File: src/rtl/csa_pkg.sv
// Shared definitions for the carry-save accumulator: FSM state encoding,
// default widths and the signed saturation helper used at resolve time.
package csa_pkg;

    typedef enum logic [1:0] {
        ACCUM   = 2'd0,
        RESOLVE = 2'd1,
        OUTPUT  = 2'd2
    } csa_state_t;

    localparam int DEF_IN_WIDTH  = 16;
    localparam int DEF_ACC_WIDTH = 40;
    localparam int DEF_OUT_WIDTH = 32;
    localparam int DEF_CNT_WIDTH = 16;

    // Widest resolved total the saturation helper handles; ACC_WIDTH must not exceed it.
    localparam int SAT_W = 64;

    typedef struct packed {
        logic             overflow;
        logic [SAT_W-1:0] value;
    } sat_result_t;

    // Clamp a signed total into the signed range of out_width bits and flag
    // whether clamping was needed.
    function automatic sat_result_t saturate_signed(input logic signed [SAT_W-1:0] total,
                                                    input int out_width);
        logic signed [SAT_W-1:0] max_v;
        logic signed [SAT_W-1:0] min_v;
        sat_result_t             res;
        max_v = (64'sd1 <<< (out_width - 1)) - 64'sd1;
        min_v = -max_v - 64'sd1;
        if (total > max_v) begin
            res.overflow = 1'b1;
            res.value    = max_v;
        end else if (total < min_v) begin
            res.overflow = 1'b1;
            res.value    = min_v;
        end else begin
            res.overflow = 1'b0;
            res.value    = total;
        end
        return res;
    endfunction

endpackage

File: src/rtl/csa_accumulator_if.sv
// Operand stream in, resolved result out.
// Handshake: a transfer happens on a rising edge where valid and ready are both
// high; the sender holds data/last stable while valid is high and ready is low,
// and valid never waits on ready. state is a debug view of the accumulator FSM.
interface csa_accumulator_if
    import csa_pkg::*;
#(
    parameter int IN_WIDTH  = DEF_IN_WIDTH,
    parameter int OUT_WIDTH = DEF_OUT_WIDTH,
    parameter int CNT_WIDTH = DEF_CNT_WIDTH
) ();
    logic [IN_WIDTH-1:0]  in_data;
    logic                 in_valid;
    logic                 in_last;
    logic                 in_ready;
    logic [OUT_WIDTH-1:0] out_data;
    logic                 out_overflow;
    logic [CNT_WIDTH-1:0] out_count;
    logic                 out_valid;
    logic                 out_ready;
    csa_state_t           state;

    modport master (
        output in_data, in_valid, in_last, out_ready,
        input  in_ready, out_data, out_overflow, out_count, out_valid, state
    );

    modport slave (
        input  in_data, in_valid, in_last, out_ready,
        output in_ready, out_data, out_overflow, out_count, out_valid, state
    );
endinterface

File: src/rtl/csa_row.sv
// One 3:2 compressor row: a column of independent full adders. Produces raw
// per-bit sum and majority vectors; the caller applies the carry shift.
module fullAdder (
    input  logic a,
    input  logic b,
    input  logic cin,
    output logic sum,
    output logic cout
);
    assign sum  = a ^ b ^ cin;
    assign cout = (a & b) | (a & cin) | (b & cin);
endmodule

module csa_row #(
    parameter int WIDTH = 40
) (
    input  logic [WIDTH-1:0] a,
    input  logic [WIDTH-1:0] b,
    input  logic [WIDTH-1:0] c,
    output logic [WIDTH-1:0] sum,
    output logic [WIDTH-1:0] maj
);
    for (genvar i = 0; i < WIDTH; i++) begin : g_bit
        fullAdder u_fa (
            .a   (a[i]),
            .b   (b[i]),
            .cin (c[i]),
            .sum (sum[i]),
            .cout(maj[i])
        );
    end
endmodule

File: src/rtl/csa_accumulator.sv
// Streaming signed accumulator. The running total lives in redundant
// sum/carry form so the per-operand loop is a single full-adder level; the
// carry-propagate add happens once per group in RESOLVE.
module csa_accumulator
    import csa_pkg::*;
#(
    parameter int IN_WIDTH  = DEF_IN_WIDTH,
    parameter int ACC_WIDTH = DEF_ACC_WIDTH,
    parameter int OUT_WIDTH = DEF_OUT_WIDTH,
    parameter int SATURATE  = 1,
    parameter int CNT_WIDTH = DEF_CNT_WIDTH
) (
    input logic              clk,
    input logic              reset,
    csa_accumulator_if.slave bus
);
    csa_state_t                  state;
    logic [ACC_WIDTH-1:0]        acc_sum;
    logic [ACC_WIDTH-1:0]        acc_carry;
    logic [ACC_WIDTH-1:0]        operand_ext;
    logic [ACC_WIDTH-1:0]        row_sum;
    logic [ACC_WIDTH-1:0]        row_maj;
    logic signed [ACC_WIDTH-1:0] total;
    logic [CNT_WIDTH-1:0]        term_count;
    logic [CNT_WIDTH-1:0]        out_count_r;
    logic [OUT_WIDTH-1:0]        out_data_r;
    logic [OUT_WIDTH-1:0]        res_data;
    logic                        out_overflow_r;
    logic                        out_valid_r;
    logic                        in_ready_r;
    sat_result_t                 sat_res;
    logic                        unused_bits;

    assign operand_ext = ACC_WIDTH'($signed(bus.in_data));

    csa_row #(.WIDTH(ACC_WIDTH)) u_row (
        .a  (acc_sum),
        .b  (acc_carry),
        .c  (operand_ext),
        .sum(row_sum),
        .maj(row_maj)
    );

    assign total = $signed(acc_sum + acc_carry);

    // Resolve the redundant total and pick clamped or truncated output.
    always_comb begin
        sat_res  = saturate_signed(SAT_W'(total), OUT_WIDTH);
        res_data = total[OUT_WIDTH-1:0];
        if (SATURATE != 0) begin
            res_data = sat_res.value[OUT_WIDTH-1:0];
        end
    end

    // Top majority bit falls off the modular accumulator; helper bits beyond OUT_WIDTH are not needed.
    assign unused_bits = ^{row_maj[ACC_WIDTH-1], sat_res.value};

    // Group FSM: accumulate, resolve once, then hold the result until taken.
    always_ff @(posedge clk) begin
        if (reset) begin
            state          <= ACCUM;
            acc_sum        <= '0;
            acc_carry      <= '0;
            term_count     <= '0;
            out_data_r     <= '0;
            out_count_r    <= '0;
            out_overflow_r <= 1'b0;
            out_valid_r    <= 1'b0;
            in_ready_r     <= 1'b1;
        end else begin
            case (state)
                ACCUM: begin
                    if (bus.in_valid) begin
                        acc_sum   <= row_sum;
                        acc_carry <= {row_maj[ACC_WIDTH-2:0], 1'b0};
                        if (term_count != '1) begin
                            term_count <= term_count + 1'b1;
                        end
                        if (bus.in_last) begin
                            state      <= RESOLVE;
                            in_ready_r <= 1'b0;
                        end
                    end
                end
                RESOLVE: begin
                    out_data_r     <= res_data;
                    out_overflow_r <= sat_res.overflow;
                    out_count_r    <= term_count;
                    out_valid_r    <= 1'b1;
                    acc_sum        <= '0;
                    acc_carry      <= '0;
                    term_count     <= '0;
                    state          <= OUTPUT;
                end
                OUTPUT: begin
                    if (bus.out_ready) begin
                        out_valid_r <= 1'b0;
                        in_ready_r  <= 1'b1;
                        state       <= ACCUM;
                    end
                end
                default: begin
                    state      <= ACCUM;
                    in_ready_r <= 1'b1;
                end
            endcase
        end
    end

    assign bus.in_ready     = in_ready_r;
    assign bus.out_data     = out_data_r;
    assign bus.out_overflow = out_overflow_r;
    assign bus.out_count    = out_count_r;
    assign bus.out_valid    = out_valid_r;
    assign bus.state        = state;

endmodule

File: src/flat_wrapper.sv
// flat-port wrapper written by rule: the top's interface ports become plain ports
module csa_accumulator_flat import csa_pkg::*;
#(
    parameter int IN_WIDTH  = DEF_IN_WIDTH,
    parameter int ACC_WIDTH = DEF_ACC_WIDTH,
    parameter int OUT_WIDTH = DEF_OUT_WIDTH,
    parameter int SATURATE  = 1,
    parameter int CNT_WIDTH = DEF_CNT_WIDTH
)
  (clk, reset, bus_in_data, bus_in_valid, bus_in_last, bus_out_ready, bus_in_ready, bus_out_data, bus_out_overflow, bus_out_count, bus_out_valid, bus_state);
  csa_accumulator_if #(.IN_WIDTH(IN_WIDTH), .OUT_WIDTH(OUT_WIDTH), .CNT_WIDTH(CNT_WIDTH)) bus_i ();
  input logic clk;
  input logic reset;
  input wire logic [$bits(bus_i.in_data)-1:0] bus_in_data;
  input wire logic [$bits(bus_i.in_valid)-1:0] bus_in_valid;
  input wire logic [$bits(bus_i.in_last)-1:0] bus_in_last;
  input wire logic [$bits(bus_i.out_ready)-1:0] bus_out_ready;
  output wire logic [$bits(bus_i.in_ready)-1:0] bus_in_ready;
  output wire logic [$bits(bus_i.out_data)-1:0] bus_out_data;
  output wire logic [$bits(bus_i.out_overflow)-1:0] bus_out_overflow;
  output wire logic [$bits(bus_i.out_count)-1:0] bus_out_count;
  output wire logic [$bits(bus_i.out_valid)-1:0] bus_out_valid;
  output wire logic [$bits(bus_i.state)-1:0] bus_state;
  assign bus_i.in_data = bus_in_data;
  assign bus_i.in_valid = bus_in_valid;
  assign bus_i.in_last = bus_in_last;
  assign bus_i.out_ready = bus_out_ready;
  assign bus_in_ready = bus_i.in_ready;
  assign bus_out_data = bus_i.out_data;
  assign bus_out_overflow = bus_i.out_overflow;
  assign bus_out_count = bus_i.out_count;
  assign bus_out_valid = bus_i.out_valid;
  assign bus_state = bus_i.state;
  csa_accumulator #(.IN_WIDTH(IN_WIDTH), .ACC_WIDTH(ACC_WIDTH), .OUT_WIDTH(OUT_WIDTH), .SATURATE(SATURATE), .CNT_WIDTH(CNT_WIDTH)) u_core (.clk(clk), .reset(reset), .bus(bus_i));
endmodule
File: config.mk
export PLATFORM = sky130hd
export DESIGN_NAME = csa_accumulator_flat
export DESIGN_NICKNAME = d
export VERILOG_FILES = /design/src/rtl/csa_pkg.sv /design/src/rtl/csa_accumulator_if.sv /design/src/rtl/csa_row.sv /design/src/rtl/csa_accumulator.sv /design/src/flat_wrapper.sv
export SDC_FILE = /design/constraint.sdc
export NUM_CORES = 1
export LEC_CHECK = 0
export CAP_MARGIN = 20
export CORE_MARGIN = 2
export CORE_UTILIZATION = 30
export DETAILED_ROUTE_END_ITERATION = 8
export SLEW_MARGIN = 0
export SYNTH_ARGS = -nofsm -noshare
export SYNTH_HDL_FRONTEND = slang
export SYNTH_SLANG_ARGS = --single-unit
File: constraint.sdc
create_clock -name clk -period 4.4 [get_ports clk]
set_input_delay 0.88 -clock clk [delete_from_list [all_inputs] [get_ports clk]]
set_output_delay 0.88 -clock clk [all_outputs]
set_load 0.1 [all_outputs]
==> results summary <==
The shortest period the worst path allows came out at 4.10 ns. By startpoint and endpoint, the worst setup path is classified as reg -> reg. The count of flip-flops with a built-in enable after synthesis came out at 0. Of all cell types, the one taking the most synthesized area is dfxtp_1. The top cell type's share of synthesized area came out at 34.1%. The root cell of the clock tree is clkbuf_16. The global routing usage on met1 came out at 20.5%. The total via count after detailed routing is 7607. Setup repair after global routing left no endpoint under its margin. The register bit count reported by yosys came out at 148. The post-synthesis cell area came out at 8690 sq um. The utilization after layout came out at 35.8%. The worst setup path is launched from a register. The floorplan step defined a core boundary enclosing 28600 sq um. The area added between synthesis and finish came out at 18.0%. Global routing used 23.9% of the available met2 tracks. The first routing iteration left 550 violations.

The worst setup path is captured at a register. The clock buffer count from CTS is 17. The origin of the worst min-delay path is u_core.bus.out_count[11].

The overall power of the completed layout is 3.61 mW. The clock passes through at most 2 buffers. The floorplan has 62 rows. Yosys attributes the largest share of cell area to dfxtp_1, fa_1, a21oi_1.

The most common cell after layout, fill and taps aside is nand2_1. The number of fill cells came out at 2962. The via count of the first global-routing pass came out at 7093. The slowest stage of the critical path belongs to the cell or4_4. Setup violations remaining at the end of the flow were counted as 0. The clock arrives with 0.0101 ns of skew. The number of top-level pins is 74.

The height of the die came out at 174 um. The initial antenna violation count came out at 0. For this design, the CTS-stage hold fixing added 0 buffers. The critical path goes through ha_1 > fa_1 > a21o_1 > a221oi_1 > nand4b_1 > nand4_1 > a221oi_1 > xnor2_1 > or4_4 > o21ai_4 > o32ai_2. The later-pin clock latency in the skew report came out at 0.43 ns. The number of routed nets with antenna violations is 0. The worst-margin pin slew is 1.04 ns. The total overflow left after global routing is 0.

Across the VDD grid, the largest voltage drop is 0.252 mV. The sum of routed wire length over all layers is 22800 um. The H-tree depth is 4.

Tracing the worst setup path back leads to its startpoint at u_core.acc_carry[1]. For this run, the register share of the synthesized area comes to 34.1%. The number of warnings printed during yosys synthesis is 0. The final estimated routing congestion in global placement is 0.900. The number of buffers and inverters on the critical path is 0. After detailed routing, the average wire length per cell comes to 15.5 um. The top cell types in the final layout, fill and taps aside, are nand2_1, dfxtp_1, a21oi_1.

Using the TritonRoute via totals, the vias-per-cell ratio works out to 5.18. The total die area is 30300 sq um. The critical path crosses 11 cells after its start point. The global-route total usage across every layer is 15.0%.

The number of slew-limit violations in the final report came out at 0. For this design the static power due to leakage is 3.74 nW. STA puts the critical path data required time at 4.69 ns. The path class of the tightest hold or removal check is reg -> reg. In this run the horizontal extent of the chip is 174 um. The worst slew margin relative to its limit came out at 30.3%.

The total nets after synthesis is 1145. Summed over all nets, the half-perimeter wirelength after detailed placement is 15900 um. Hold is met by 0.454 ns. The wire length of the first global-routing pass is 37300 um. The share of final-layout standard cells stronger than drive strength 1 came out at 6.83%. Among cell families on the critical path, the largest total delay comes from compound AO/OA/AOI/OAI gates.

The number of buffers inserted by port buffering is 73. The clock drives 148 sinks. Along the worst hold path, the cell count comes to 2.

The effective utilization at floorplan came out at 30.4%. The highest clock frequency the design can meet is 0.244 GHz. In this run the critical register-to-register path is launched from u_core.acc_carry[1]. The synthesized instance count came out at 1045. The number of nets in the final layout is 1171. The critical-path maximum fanout is 16. The share of flip-flops with an asynchronous set or reset is 0%.

The number of iterations in the first detailed-routing pass is 5. The final critical-path share of the clock period is 93.1%. For this run, the leading register cell type out of synthesis is dfxtp_1. In this design, the critical path's most frequently occurring cell is a221oi_1. For this run, the slowest stage of the critical path takes 0.58 ns.

The layer with the highest usage after global routing is met2. The power density of the placed cells came out at 352 nW/um^2. The number of different library cells in the post-synthesis netlist came out at 63.

The final-report hold violation count is 0. For the worst setup path, the data arrival time is 4.38 ns. The repair_antennas step left the layout with diodes totalling 0. The synthesized area per cell is 8.32 sq um. Across the run, the number of max-cap violations was 0. The met3 layer usage reported by global route is 2.76%. The pin count of the biggest net entering global routing came out at 80.

The worst reg-to-reg path cell count is 11. For the final routed database, the setup TNS stands at 0 ns. The number of design rule violations left after detail routing came out at 0.

The clock-pin slew of the registers on the worst-case setup and hold paths came out at 0.07 ns. The flow ran to the end, and the final reports show no timing, DRC or antenna violations. TritonCTS built the clock tree.
metrics by stage:
step / instance area (sq um) / cells / setup WS, ns
2_1_floorplan: 8690 / 1045 / 1.04
3_3_place_gp: 9690 / 1435 / 0.215
3_5_place_dp: 9690 / 1435 / 0.117
4_1_cts: 10200 / 1467 / 0.0990
5_1_grt: 10300 / 1468 / 0.0470
6_report: 10300 / 1468 / 0.303
where the power goes:
part,total [mW],switching [mW],internal [mW]
clock,1.39,0.649,0.739
combinational,0.742,0.519,0.223
sequential,1.48,0.0705,1.41
total,3.61,1.24,2.37
layer usage:
layer	up-vias	wire length [um]
met2	167	10700
met5	-	0
met1	3632	10800
met3	23	762
li1	3785	-
met4	0	477
kinds of logic after synthesis:
logic type | count (synthesis) | share of synthesized area (%)
flops | 148 | 34.1
xor+xnor | 45 | 4.54
mux | 1 | 0.115
simple gates | 416 | 22.3
compound gates | 268 | 20.0
fa+ha+maj | 79 | 14.7
buf+inv | 88 | 4.23
timing repair:
item | 4_1_cts | 5_1_grt
resized for setup | 0 | 1
setup buffers | 0 | 0
endpoints found under the setup margin | 0 | 32
state kept, by name, indices dropped and copies added (netlist names):
name	count
u_core.term_count	16
u_core.bus.out_valid	1
u_core.bus.out_data	32
u_core.bus.out_overflow	1
u_core.acc_sum	40
u_core.bus.out_count	16
u_core.bus.in_ready	1
u_core.acc_carry	39
u_core.bus.state	2
final timing paths:
kind                              end  slack, ns
max           u_core.bus.out_data[23]       0.30
min          u_core.bus.out_count[11]       0.45
max reg2reg   u_core.bus.out_data[23]       0.30
min reg2reg  u_core.bus.out_count[11]       0.45
synth_stat cells, types with 2 or more instances:
cell / count
a31o_2: 2
o31ai_1: 2
buf_2: 6
o22ai_1: 3
inv_1: 10
and2_1: 7
ha_1: 40
xnor2_1: 28
nand3_1: 92
clkbuf_1: 58
o21a_1: 4
or3_1: 31
a21o_1: 15
or2_2: 4
a2111oi_0: 2
nand2b_1: 6
o211ai_1: 6
o21bai_1: 4
dfxtp_1: 148
o32ai_2: 9
nor2_1: 71
xor2_1: 17
a211oi_2: 2
a21boi_0: 3
nand2_1: 155
nor2b_1: 4
o221ai_1: 2
and3_1: 6
o21ai_0: 27
buf_6: 4
a31oi_1: 5
o32ai_1: 22
a211oi_1: 2
a21oi_1: 143
nor3_1: 8
buf_1: 10
nand4_1: 20
fa_1: 39
a221oi_1: 4
final cells by class:
| type | count | area, sq um | area share [%] |
|---|---|---|---|
| Multi-Input combinational cell | 810 | 5410 | 52.7 |
| Sequential cell | 148 | 2960 | 28.9 |
| Timing Repair Buffer | 84 | 818 | 7.98 |
| Tap cell | 384 | 480 | 4.69 |
| Clock buffer | 18 | 429 | 4.19 |
| Clock inverter | 14 | 118 | 1.15 |
| Inverter | 10 | 37.5 | 0.366 |
worst min-delay path: stages, from the launching register on:
cell     delay (ns)
dfxtp_1        0.31
nand2_1        0.05
a21oi_1        0.05
Power figures use the tool's default switching activity.
